## src/rtl/rc4_encryptor.sv

```systemverilog
// RC4 stream-cipher encryptor: S-box init, key schedule, then PRGA over MSG_LEN
// plaintext bytes, writing ct[k] = pt[k] ^ keystream[k] to the ciphertext RAM.
// The S RAM and the plaintext ROM both have one cycle of read latency.
module rc4_encryptor #(
    parameter int unsigned MSG_LEN = 32,
    parameter int unsigned AW      = 5
) (
    input  logic          clk,
    input  logic          reset,
    input  logic          start,
    input  logic [23:0]   secret_key,
    output logic          busy,
    output logic          done,
    output logic [7:0]    s_addr,
    output logic [7:0]    s_wdata,
    output logic          s_we,
    input  logic [7:0]    s_rdata,
    output logic [AW-1:0] pt_addr,
    input  logic [7:0]    pt_rdata,
    output logic [AW-1:0] ct_addr,
    output logic [7:0]    ct_wdata,
    output logic          ct_we
);

    typedef enum logic [2:0] {StIdle, StInit, StKsa, StPrga, StDone} state_t;

    state_t        state;
    logic [2:0]    phase;
    logic [7:0]    i;
    logic [7:0]    j;
    logic [7:0]    si;
    logic [7:0]    sj;
    logic [7:0]    pt;
    logic [AW-1:0] k;
    logic [1:0]    kidx;   // i mod 3, tracked incrementally during KSA
    logic [23:0]   key;

    logic [7:0] key_byte;
    logic [7:0] j_ksa;
    logic [7:0] j_prga;
    logic [7:0] i_inc;
    logic       last_k;

    assign key_byte = (kidx == 2'd0) ? key[23:16] : (kidx == 2'd1) ? key[15:8] : key[7:0];
    assign j_ksa    = j + s_rdata + key_byte;
    assign j_prga   = j + s_rdata;
    assign i_inc    = i + 8'd1;
    assign last_k   = (k == AW'(MSG_LEN - 1));

    // Status flags decode directly from the state register.
    assign busy = (state == StInit) || (state == StKsa) || (state == StPrga);
    assign done = (state == StDone);

    // Memory-port drive per state/phase; the read-to-address paths in K1/P1 must be
    // combinational because the new j depends on the RAM data arriving that cycle.
    always_comb begin
        s_addr   = 8'd0;
        s_wdata  = 8'd0;
        s_we     = 1'b0;
        pt_addr  = '0;
        ct_addr  = '0;
        ct_wdata = 8'd0;
        ct_we    = 1'b0;
        case (state)
            StInit: begin
                s_addr  = i;
                s_wdata = i;
                s_we    = 1'b1;
            end
            StKsa: begin
                case (phase)
                    3'd0: s_addr = i;
                    3'd1: s_addr = j_ksa;
                    3'd2: begin
                        s_addr  = i;
                        s_wdata = s_rdata;
                        s_we    = 1'b1;
                    end
                    3'd3: begin
                        s_addr  = j;
                        s_wdata = si;
                        s_we    = 1'b1;
                    end
                    default: ;
                endcase
            end
            StPrga: begin
                case (phase)
                    3'd0: s_addr = i_inc;
                    3'd1: s_addr = j_prga;
                    3'd2: begin
                        s_addr  = i;
                        s_wdata = s_rdata;
                        s_we    = 1'b1;
                    end
                    3'd3: begin
                        s_addr  = j;
                        s_wdata = si;
                        s_we    = 1'b1;
                        pt_addr = k;
                    end
                    3'd4: s_addr = si + sj;
                    3'd5: begin
                        ct_addr  = k;
                        ct_wdata = s_rdata ^ pt;
                        ct_we    = 1'b1;
                    end
                    default: ;
                endcase
            end
            default: ;
        endcase
    end

    // Main sequencer: state, phase counter, indices and latched operands.
    always_ff @(posedge clk) begin
        if (reset) begin
            state <= StIdle;
            phase <= 3'd0;
            i     <= 8'd0;
            j     <= 8'd0;
            si    <= 8'd0;
            sj    <= 8'd0;
            pt    <= 8'd0;
            k     <= '0;
            kidx  <= 2'd0;
            key   <= 24'd0;
        end else begin
            case (state)
                StIdle: begin
                    if (start) begin
                        key   <= secret_key;
                        i     <= 8'd0;
                        j     <= 8'd0;
                        k     <= '0;
                        phase <= 3'd0;
                        state <= StInit;
                    end
                end
                StInit: begin
                    i <= i_inc;  // wraps to 0 after 255, ready for KSA
                    if (i == 8'd255) begin
                        j     <= 8'd0;
                        kidx  <= 2'd0;
                        phase <= 3'd0;
                        state <= StKsa;
                    end
                end
                StKsa: begin
                    phase <= phase + 3'd1;
                    case (phase)
                        3'd1: begin
                            j  <= j_ksa;
                            si <= s_rdata;
                        end
                        3'd2: sj <= s_rdata;
                        3'd3: begin
                            phase <= 3'd0;
                            i     <= i_inc;
                            kidx  <= (kidx == 2'd2) ? 2'd0 : kidx + 2'd1;
                            if (i == 8'd255) begin
                                j     <= 8'd0;
                                k     <= '0;
                                state <= StPrga;
                            end
                        end
                        default: ;
                    endcase
                end
                StPrga: begin
                    phase <= phase + 3'd1;
                    case (phase)
                        3'd0: i <= i_inc;
                        3'd1: begin
                            j  <= j_prga;
                            si <= s_rdata;
                        end
                        3'd2: sj <= s_rdata;
                        3'd4: pt <= pt_rdata;
                        3'd5: begin
                            phase <= 3'd0;
                            if (last_k) begin
                                state <= StDone;
                            end else begin
                                k <= k + 1'b1;
                            end
                        end
                        default: ;
                    endcase
                end
                StDone: state <= StIdle;
                default: state <= StIdle;
            endcase
        end
    end

endmodule

```

## config.mk

```make
export PLATFORM = sky130hd
export DESIGN_NAME = rc4_encryptor
export DESIGN_NICKNAME = d
export VERILOG_FILES = /design/src/rtl/rc4_encryptor.sv
export SDC_FILE = /design/constraint.sdc
export NUM_CORES = 1
export LEC_CHECK = 0
export CAP_MARGIN = 0
export CELL_PAD_IN_SITES_DETAIL_PLACEMENT = 1
export CELL_PAD_IN_SITES_GLOBAL_PLACEMENT = 2
export CORE_MARGIN = 10
export CORE_UTILIZATION = 33
export CTS_BUF_LIST = sky130_fd_sc_hd__clkbuf_16
export CTS_CLUSTER_SIZE = 12
export DETAILED_ROUTE_END_ITERATION = 8
export GPL_TIMING_DRIVEN = 0
export PLACE_DENSITY = 0.92
export SYNTH_ARGS = -nofsm -noshare
export SYNTH_HDL_FRONTEND = slang
export SYNTH_SLANG_ARGS = --single-unit
```

## constraint.sdc

```tcl
create_clock -name clk -period 13.45 [get_ports clk]
set_input_delay 2.69 -clock clk [delete_from_list [all_inputs] [get_ports clk]]
set_output_delay 2.69 -clock clk [all_outputs]
set_load 0.05 [all_outputs]
```

==> results.cfg, run 1 <==
[placement]
gp_congestion = 0.892
io_buffers = 80
dp_hpwl_um = 16000
dpl-instance-area_um2 = 6230
place_ws_ns = 3.50

[logic_synthesis]
syn_avg_cell_area_um2 = 7.42
ys_seq_area_share_pct = 29.9
ys_types = 64
ys_ff_latch = 77
synth.cell_area_um2 = 5160
syn_nets = 772
synth-edff-count = 0
synth-async-reset-ratio_pct = 0
synthCells = 696
synth_ff_type = dfxtp_1
yosys_warnings = 0

[setup_path]
reg2reg_depth = 15
cp_cell_sequence = clkdlybuf4s50_1, ha_1, inv_1, fa_1, nor2b_1, o21a_1, nor3_1, or2_2, inv_1, ha_1, nand3_1, o22ai_1, o41ai_1, xnor2_1, xnor3_1, a21oi_1, a21bo_1, clkdlybuf4s50_1
r2r-end = j[7]
slowest_delay_ns = 0.71
path_max_fanout = 4
path_class = in2out
ff2ff_setup_slack_ns = 10.05
r2r_start = j[0]
cpMaxStageDelayCell = clkdlybuf4s50_1
required_ns = 10.76
cp-end-kind = primary output
cp-start-kind = primary input
cp.arrival_ns = 7.28

[clocking]
post-cts-setup-buffers = 0
numCtsBuffers = 9
cts_max_path_buffers = 2
insertion_delay_ns = 0.35
post_cts_resize_count = 0
cts_tree = yes
ctsRootBufferMaster = clkbuf_16
htree_levels = 3
ctsHoldBuffers = 0
cts_sinks = 77
path_clk_slew_ns = 0.06

[floorplan]
dieArea_um2 = 21000
rows = 45
die_x_um = 145
io_pins = 81
die_h_um = 145
core-area_um2 = 15300
start_util_pct = 33.8

[min_path]
min_path_type = reg2reg
hold_depth = 2
hold_start = key[19]
hold_end = key[19]

[final_layout]
fill_cells = 1905
syn_to_final_growth_pct = 26.9
drive_gt1_share_pct = 5.05
regArea_um2 = 1540
multi_input_area_um2 = 3410
diodes = 0
fin_nets = 863
final_area_um2 = 6550

[global_routing]
grt_max_degree = 15
grt_pass1_wl_um = 32200
grt_pass1_vias = 5895
grt-ovfl-total = 0
grt_antenna_before_repair = 0
grt_use_total_pct = 18.9

[route]
vias = 5592
drt-pass1-iter-count = 6
drc = 0
vias_per_cell = 5.58
drtAntennaViolNets = 0
first_iter_violations = 432
wirelength_um = 20100
wl_per_cell_um = 20.0

[timing]
slew_headroom_pct = 7.29
hold_viol_final = 0
worst_slew_pin_slew_ns = 1.37
rsz0062_at_grt = false
fin_crit_ns = 9.98
finalWorstSetupSlack_ns = 3.48
finalSetupTns_ns = 0
fmax_mhz = 100
skew_ns = 0.00780
setup_viol = 0
final_max_slew_viol_count = 0
fin_crit_sh_pct = 74.2

[pwr]
ir_worst_vdd_v = 0.0000715
leakagePower_uw = 0.00242
power.total_uw = 953
power.density_nw_per_um2 = 146

[run]
drv_cap = 0

[outcome]
outcome = complete, no violations
[how the worst max path moves through the flow]
stage	startpoint	endpoint	slack, ns	cells after the start
global route	s_rdata[0]	s_addr[7]	3.23	18
finish	s_rdata[0]	s_addr[7]	3.48	18
global placement	s_rdata[0]	s_addr[7]	3.60	18
CTS	s_rdata[0]	s_addr[7]	3.48	18
detailed placement	s_rdata[0]	s_addr[7]	3.50	18
floorplan	s_rdata[0]	s_addr[5]	5.01	15
[synth_stat cells (all sizes together) (3+ instances only)]
| master | n | area share, % |
|---|---|---|
| dfxtp | 77 | 30 |
| and3 | 12 | 1.5 |
| or3 | 6 | 0.85 |
| inv | 17 | 1.2 |
| mux2i | 14 | 2.7 |
| xnor2 | 22 | 3.7 |
| fa | 3 | 1.2 |
| nor2b | 7 | 0.85 |
| nand2b | 3 | 0.36 |
| nand3b | 4 | 0.58 |
| a21oi | 78 | 7.6 |
| nor2 | 62 | 4.6 |
| a22o | 3 | 0.51 |
| a221oi | 4 | 0.68 |
| nand3 | 20 | 2.0 |
| ha | 30 | 7.3 |
| a222oi | 8 | 1.6 |
| o211ai | 5 | 0.73 |
| xor2 | 5 | 0.85 |
| nand4 | 4 | 0.48 |
| o21ai | 32 | 3.1 |
| o31ai | 5 | 0.82 |
| clkbuf | 23 | 1.7 |
| nor3 | 13 | 1.3 |
| o221ai | 6 | 1.0 |
| a211oi | 6 | 0.87 |
| and2 | 9 | 1.1 |
| o21bai | 3 | 0.44 |
| or2 | 4 | 0.48 |
| o21a | 6 | 0.87 |
| nand2 | 149 | 11 |
| a21o | 6 | 0.87 |
| a22oi | 11 | 1.7 |
| buf | 11 | 1.1 |
[logic make-up after synthesis]
group	synth area share, %
AO/OA/AOI/OAI	24.0
XOR/XNOR	5.02
adder cells (fa/ha/maj)	8.44
buffers and inverters	4.00
flip-flops	29.9
multiplexers	2.72
AND/OR/NAND/NOR	26.0
[routing by layer]
metal / routed length, um / vias up / track usage, % / share of wire (%)
met3: 923 / 54 / 3.14 / 4.6
met5: 0 / - / 0 / 0
met1: 8730 / 2714 / 22.7 / 43
li1: - / 2653 / - / -
met2: 9720 / 171 / 32.2 / 48
met4: 714 / 0 / 8.54 / 3.6
[critical path, delay by kind of cell]
| family | cells | cell delay (ns) |
|---|---|---|
| compound gates | 5 | 1.06 |
| xor+xnor | 2 | 0.48 |
| fa+ha+maj | 3 | 0.94 |
| buf+inv | 4 | 1.48 |
| simple gates | 4 | 0.62 |
[per-stage QoR]
| stage | instances | util, % | hold slack, ns |
|---|---|---|---|
| after CTS | 1003 | 42.9 | 0.456 |
| after global routing | 1003 | 42.9 | 0.473 |
| after detailed placement | 987 | 40.8 | 0.448 |
| after floorplan | 696 | - | 0.436 |
| final | 1003 | 42.9 | 0.453 |
| after global placement | 987 | 40.8 | 0.444 |
[layout make-up]
class                           count  area share [%]
Sequential cell                    77            23.5
Buffer                             34            2.18
Clock buffer                        9            3.44
Tap cell                          211            4.03
Timing Repair Buffer               80            12.2
Inverter                           17           0.974
Clock inverter                      7            1.49
Multi-Input combinational cell    568            52.1
[where the power goes]
group | total (uW) | internal, uW | switching, uW
logic | 410 | 142 | 268
registers | 274 | 253 | 20.9
clock network | 269 | 163 | 106
total | 953 | 558 | 396
[layout by cell type, fill, tap and decap left out, drive strengths merged, types with 9 or more instances in the layout]
| cell | instances |
|---|---|
| nand3 | 20 |
| clkdlybuf4s50 | 80 |
| o21ai | 32 |
| ha | 30 |
| nor2 | 62 |
| dfxtp | 77 |
| mux2i | 14 |
| a22oi | 11 |
| clkbuf | 32 |
| xnor2 | 22 |
| buf | 11 |
| a21oi | 78 |
| and3 | 12 |
| inv | 18 |
| and2 | 9 |
| nor3 | 13 |
| nand2 | 149 |
[flip-flops by register name, summed over array words and instances, names as in the netlist]
name and count:
j 8, phase 3, si 8, pt 8, k 5, kidx 2
i 8, key 24, sj 8, state 3
No activity file was read; power rests on OpenSTA's default activity.
==> run 2, diff against run 1 <==
--- a/config.mk
+++ b/config.mk
@@ -9,12 +9,12 @@
 export CELL_PAD_IN_SITES_DETAIL_PLACEMENT = 1
 export CELL_PAD_IN_SITES_GLOBAL_PLACEMENT = 2
 export CORE_MARGIN = 10
-export CORE_UTILIZATION = 33
+export CORE_UTILIZATION = 31
 export CTS_BUF_LIST = sky130_fd_sc_hd__clkbuf_16
 export CTS_CLUSTER_SIZE = 12
 export DETAILED_ROUTE_END_ITERATION = 8
 export GPL_TIMING_DRIVEN = 0
-export PLACE_DENSITY = 0.92
+export PLACE_DENSITY = 0.88
 export SYNTH_ARGS = -nofsm -noshare
 export SYNTH_HDL_FRONTEND = slang
 export SYNTH_SLANG_ARGS = --single-unit
==> constraint.sdc (replaced) <==
create_clock -name clk -period 10.07 [get_ports clk]
set_input_delay 2.014 -clock clk [delete_from_list [all_inputs] [get_ports clk]]
set_output_delay 2.014 -clock clk [all_outputs]
set_load 0.05 [all_outputs]
==> results.cfg, run 2 (synthesis gave the netlist of run 1 again) <==
[global_routing]
grt-ovfl-total = 0
grt_use_total_pct = 18.3
grt_use_met1_pct = 22.1
grt_pass1_wl_um = 32200
top_usage_layer = met2
grtUsageMet2_pct = 31.0
use_met3_pct = 3.82
grt_max_degree = 16
grt_antenna_before_repair = 0
grt_pass1_vias = 5977

[clocking]
post-cts-setup-buffers = 0
cts_tree = yes
path_clk_slew_ns = 0.07
ctsHoldBuffers = 0
ctsRootBufferMaster = clkbuf_16
post_cts_resize_count = 0
numCtsBuffers = 9
insertion_delay_ns = 0.35
htree_levels = 3
cts_max_path_buffers = 2
cts_sinks = 77

[timing]
finalSetupTns_ns = 0
slew_headroom_pct = 18.1
holdWs_ns = 0.455
fin_crit_ns = 8.56
hold_viol_final = 0
rsz0062_at_grt = false
fin_crit_sh_pct = 85.0
setup_viol = 0
worst_slew_pin_slew_ns = 1.21
fmax_mhz = 117
skew_ns = 0.00866
final_max_slew_viol_count = 0

[final_layout]
final_area_um2 = 6540
fill_cells = 2051
diodes = 0
largest_reg_flops = 24
fin_nets = 863
mostFrequentLayoutCell = nand2_1
max_flop_register = key
final_cell_mix = 148 x nand2_1, 80 x clkdlybuf4s50_1, 78 x a21oi_1
regArea_um2 = 1540
drive_gt1_share_pct = 5.05
multi_input_area_um2 = 3410
syn_to_final_growth_pct = 26.8

[min_path]
min_path_type = reg2reg

[setup_path]
cp.arrival_ns = 6.54
cp-end-kind = primary output
path_class = in2out
cpMaxStageDelayCell = clkdlybuf4s50_1
cp-start-kind = primary input
slowest_delay_ns = 0.71
path_max_fanout = 4
cp_cell_sequence = clkdlybuf4s50_1, ha_1, inv_1, fa_1, nor2b_1, o21a_1, nor3_1, or2_2, inv_1, ha_1, inv_1, o22ai_1, o41ai_1, xnor2_1, xnor3_1, a21oi_1, a21bo_1, clkdlybuf4s50_1
path_buf_inv = 5
required_ns = 8.06
crit_top_cell = inv_1
cp_top_family = buffers and inverters

[placement]
dp_hpwl_um = 16200
io_buffers = 80
dpl-instance-area_um2 = 6240
gp_congestion = 0.912

[floorplan]
io_pins = 81
rows = 47
die_x_um = 149
core-area_um2 = 16500
die_h_um = 149
dieArea_um2 = 22200
start_util_pct = 31.3

[route]
wl_per_cell_um = 20.1
vias_per_cell = 5.47
drt-pass1-iter-count = 5
wirelength_um = 20300
drc = 0
vias = 5537
first_iter_violations = 442
drtAntennaViolNets = 0

[run]
drv_cap = 0

[pwr]
ir_worst_vdd_v = 0.0000813
leakagePower_uw = 0.00241
power.density_nw_per_um2 = 192

[outcome]
outcome = complete, no violations
==> run 2: final timing paths <==
path / from / to / slack (ns) / cells after the start
worst min-delay path: key[17] / key[17] / 0.45 / 2
worst max register to register: j[0] / j[7] / 6.63 / 15
worst min register to register: key[17] / key[17] / 0.45 / 2
worst max-delay path: s_rdata[0] / s_addr[7] / 1.51 / 18
==> run 2: cell type report <==
cell class                      count  area share [%]
Inverter                           17           0.975
Tap cell                          220            4.21
Buffer                             34            2.18
Sequential cell                    77            23.6
Multi-Input combinational cell    568            52.2
Timing Repair Buffer               80            12.2
Clock inverter                      7            1.22
Clock buffer                        9            3.44
==> run 2: worst register-to-register path, stage by stage, from the launching register on <==
cell and delay [ns]:
dfxtp_1 0.42, ha_1 0.24, inv_1 0.07, fa_1 0.40
nor2b_1 0.13, o21a_1 0.17, nor3_1 0.05, or2_2 0.33
inv_1 0.09, ha_1 0.28, inv_1 0.10, o22ai_1 0.11
o41ai_1 0.34, xnor2_1 0.15, o21a_1 0.21, o41ai_1 0.25
==> run 2: report_power, final <==
part	total (uW)	switching [uW]	internal, uW
Combinational	549	360	189
Clock	343	148	196
Sequential	365	27.1	338
Total	1260	535	723
==> run 2: routing by layer <==
metal,part of all wire (%),vias up
li1,-,2655
met5,0,-
met2,49,145
met3,5.2,35
met4,2.4,0
met1,44,2702
==> run 2: metrics by stage <==
step	cells	setup WS, ns	total power (uW)	utilization (%)
after floorplan	696	2.98	737	-
after global placement	996	1.59	902	37.9
after detailed placement	996	1.52	919	37.9
after CTS	1012	1.49	1260	39.7
after global routing	1012	1.38	1340	39.7
final	1012	1.51	1260	39.7
==> run 3, diff against run 2 <==
--- a/config.mk
+++ b/config.mk
@@ -9,12 +9,12 @@
 export CELL_PAD_IN_SITES_DETAIL_PLACEMENT = 1
 export CELL_PAD_IN_SITES_GLOBAL_PLACEMENT = 2
 export CORE_MARGIN = 10
-export CORE_UTILIZATION = 31
+export CORE_UTILIZATION = 28
 export CTS_BUF_LIST = sky130_fd_sc_hd__clkbuf_16
 export CTS_CLUSTER_SIZE = 12
 export DETAILED_ROUTE_END_ITERATION = 8
 export GPL_TIMING_DRIVEN = 0
-export PLACE_DENSITY = 0.88
+export PLACE_DENSITY = 0.84
 export SYNTH_ARGS = -nofsm -noshare
 export SYNTH_HDL_FRONTEND = slang
 export SYNTH_SLANG_ARGS = --single-unit
==> constraint.sdc (replaced) <==
create_clock -name clk -period 7.8 [get_ports clk]
set_input_delay 1.56 -clock clk [delete_from_list [all_inputs] [get_ports clk]]
set_output_delay 1.56 -clock clk [all_outputs]
set_load 0.05 [all_outputs]
==> results.cfg, run 3 (synthesis gave the netlist of run 1 again) <==
[global_routing]
grt-ovfl-total = 0
top_usage_layer = met2
use_met3_pct = 3.64
grt_pass1_wl_um = 31000
grt_antenna_before_repair = 0
grt_use_met1_pct = 21.1
grt_max_degree = 15
grt_pass1_vias = 5582
grt_use_total_pct = 16.0
grtUsageMet2_pct = 25.3

[clocking]
post_cts_resize_count = 0
ctsHoldBuffers = 0
cts_tree = yes
numCtsBuffers = 9
htree_levels = 3
insertion_delay_ns = 0.35
ctsRootBufferMaster = clkbuf_16
path_clk_slew_ns = 0.06
cts_sinks = 77
cts_max_path_buffers = 2
post-cts-setup-buffers = 0

[floorplan]
start_util_pct = 28.6
dieArea_um2 = 24300
rows = 49
core-area_um2 = 18000
die_x_um = 156
die_h_um = 156
io_pins = 81

[setup_path]
cp.arrival_ns = 5.98
cp-end-kind = primary output
cpMaxStageDelayCell = clkdlybuf4s50_1
reg2reg_depth = 15
cp_top_family = buffers and inverters
cp-start-kind = primary input
slowest_delay_ns = 0.87
path_class = in2out
required_ns = 6.24
path_buf_inv = 5
crit_top_cell = inv_1
r2r_start = j[0]
r2r-end = j[7]
ff2ff_setup_slack_ns = 4.40
cp_cell_sequence = clkdlybuf4s50_1, ha_1, inv_1, fa_1, nor2b_1, o21a_1, nor3_1, or2_2, inv_1, ha_1, inv_1, o22ai_1, or2_2, xor2_1, a222oi_1, o221ai_1, clkdlybuf4s50_1
path_max_fanout = 4

[run]
drv_cap = 0

[final_layout]
syn_to_final_growth_pct = 27.4
mostFrequentLayoutCell = nand2_1
largest_reg_flops = 24
fin_nets = 863
max_flop_register = key
final_cell_mix = 148 x nand2_1, 79 x clkdlybuf4s50_1, 78 x a21oi_1
drive_gt1_share_pct = 4.92
diodes = 0
fin_cells = 1021

[timing]
final_max_slew_viol_count = 0
slew_headroom_pct = 15.8
rsz0062_at_grt = false
skew_ns = 0.00452
hold_viol_final = 0
fmax_mhz = 133
setup_viol = 0
finalSetupTns_ns = 0
fin_crit_ns = 7.54
fin_crit_sh_pct = 96.7
worst_slew_pin_slew_ns = 1.25

[pwr]
power.density_nw_per_um2 = 250
leakagePower_uw = 0.00244
ir_worst_vdd_v = 0.000131

[min_path]
hold_depth = 2
hold_end = key[6]
min_path_type = reg2reg
hold_start = key[6]

[placement]
gp_congestion = 0.875
io_buffers = 80
dp.cells = 1005
dp_hpwl_um = 15200

[route]
drtAntennaViolNets = 0
vias = 5415
wirelength_um = 19300
first_iter_violations = 418
drt-pass1-iter-count = 6
wl_per_cell_um = 18.9
vias_per_cell = 5.30
drc = 0

[outcome]
outcome = complete, no violations
[run 3: cell types whose count changed in the layout (fill, tap and decap cells not counted)]
cell / change
bufinv_16: +1
clkdlybuf4s50_1: -1
clkinv_1: +1
clkinv_2: -1
dlymetal6s2s_1: +1
inv_8: -1
[run 3: layer usage]
| layer | up-vias | part of all wire (%) | wire (um) |
|---|---|---|---|
| met5 | - | 0 | 0 |
| met4 | 0 | 1.9 | 369 |
| met3 | 22 | 4.7 | 903 |
| met2 | 113 | 46 | 8910 |
| met1 | 2625 | 47 | 9150 |
| li1 | 2655 | - | - |
[run 3: power by group]
group	switching [uW]	total, uW	leakage, uW	internal [uW]
clock network	188	471	0.000154	282
logic	456	699	0.00166	243
registers	34.3	471	0.000625	436
total	679	1640	0.00244	962
[run 3: final cells by class]
cell class	count	area, um^2
Fill cell	2231	11500
Multi-Input combinational cell	568	3410
Sequential cell	77	1540
Timing Repair Buffer	80	803
Tap cell	229	287
Clock buffer	9	225
Buffer	34	143
Clock inverter	7	97.6
Inverter	17	63.8
[run 3: worst reg2reg max path, delay by kind of cell (launching register included)]
kind	cells	cell delay, ns
flip-flops	1	0.42
AND/OR/NAND/NOR	3	0.52
adder cells (fa/ha/maj)	3	0.90
XOR/XNOR	1	0.16
buffers and inverters	3	0.25
AO/OA/AOI/OAI	5	1.05
[run 3: worst max path at each step]
stage,end,slack [ns],startpoint,cells after the start
after floorplan,s_addr[5],1.62,s_rdata[0],15
after global placement,s_addr[7],0.20,s_rdata[0],18
after detailed placement,s_addr[7],0.17,s_rdata[0],18
after CTS,s_addr[7],0.15,s_rdata[0],18
after global routing,s_addr[5],0.06,s_rdata[0],17
final,s_addr[5],0.26,s_rdata[0],17
[run 3: per-stage QoR]
step	hold slack (ns)	util, %	worst slack (ns)	power (uW)	instance area, um^2
final	0.453	36.5	0.256	1640	6570
after global routing	0.472	36.5	0.0574	1740	6570
after CTS	0.455	36.5	0.149	1650	6570
after detailed placement	0.447	34.7	0.172	1180	6250
after global placement	0.442	34.7	0.202	1170	6250
after floorplan	0.436	-	1.62	951	5160
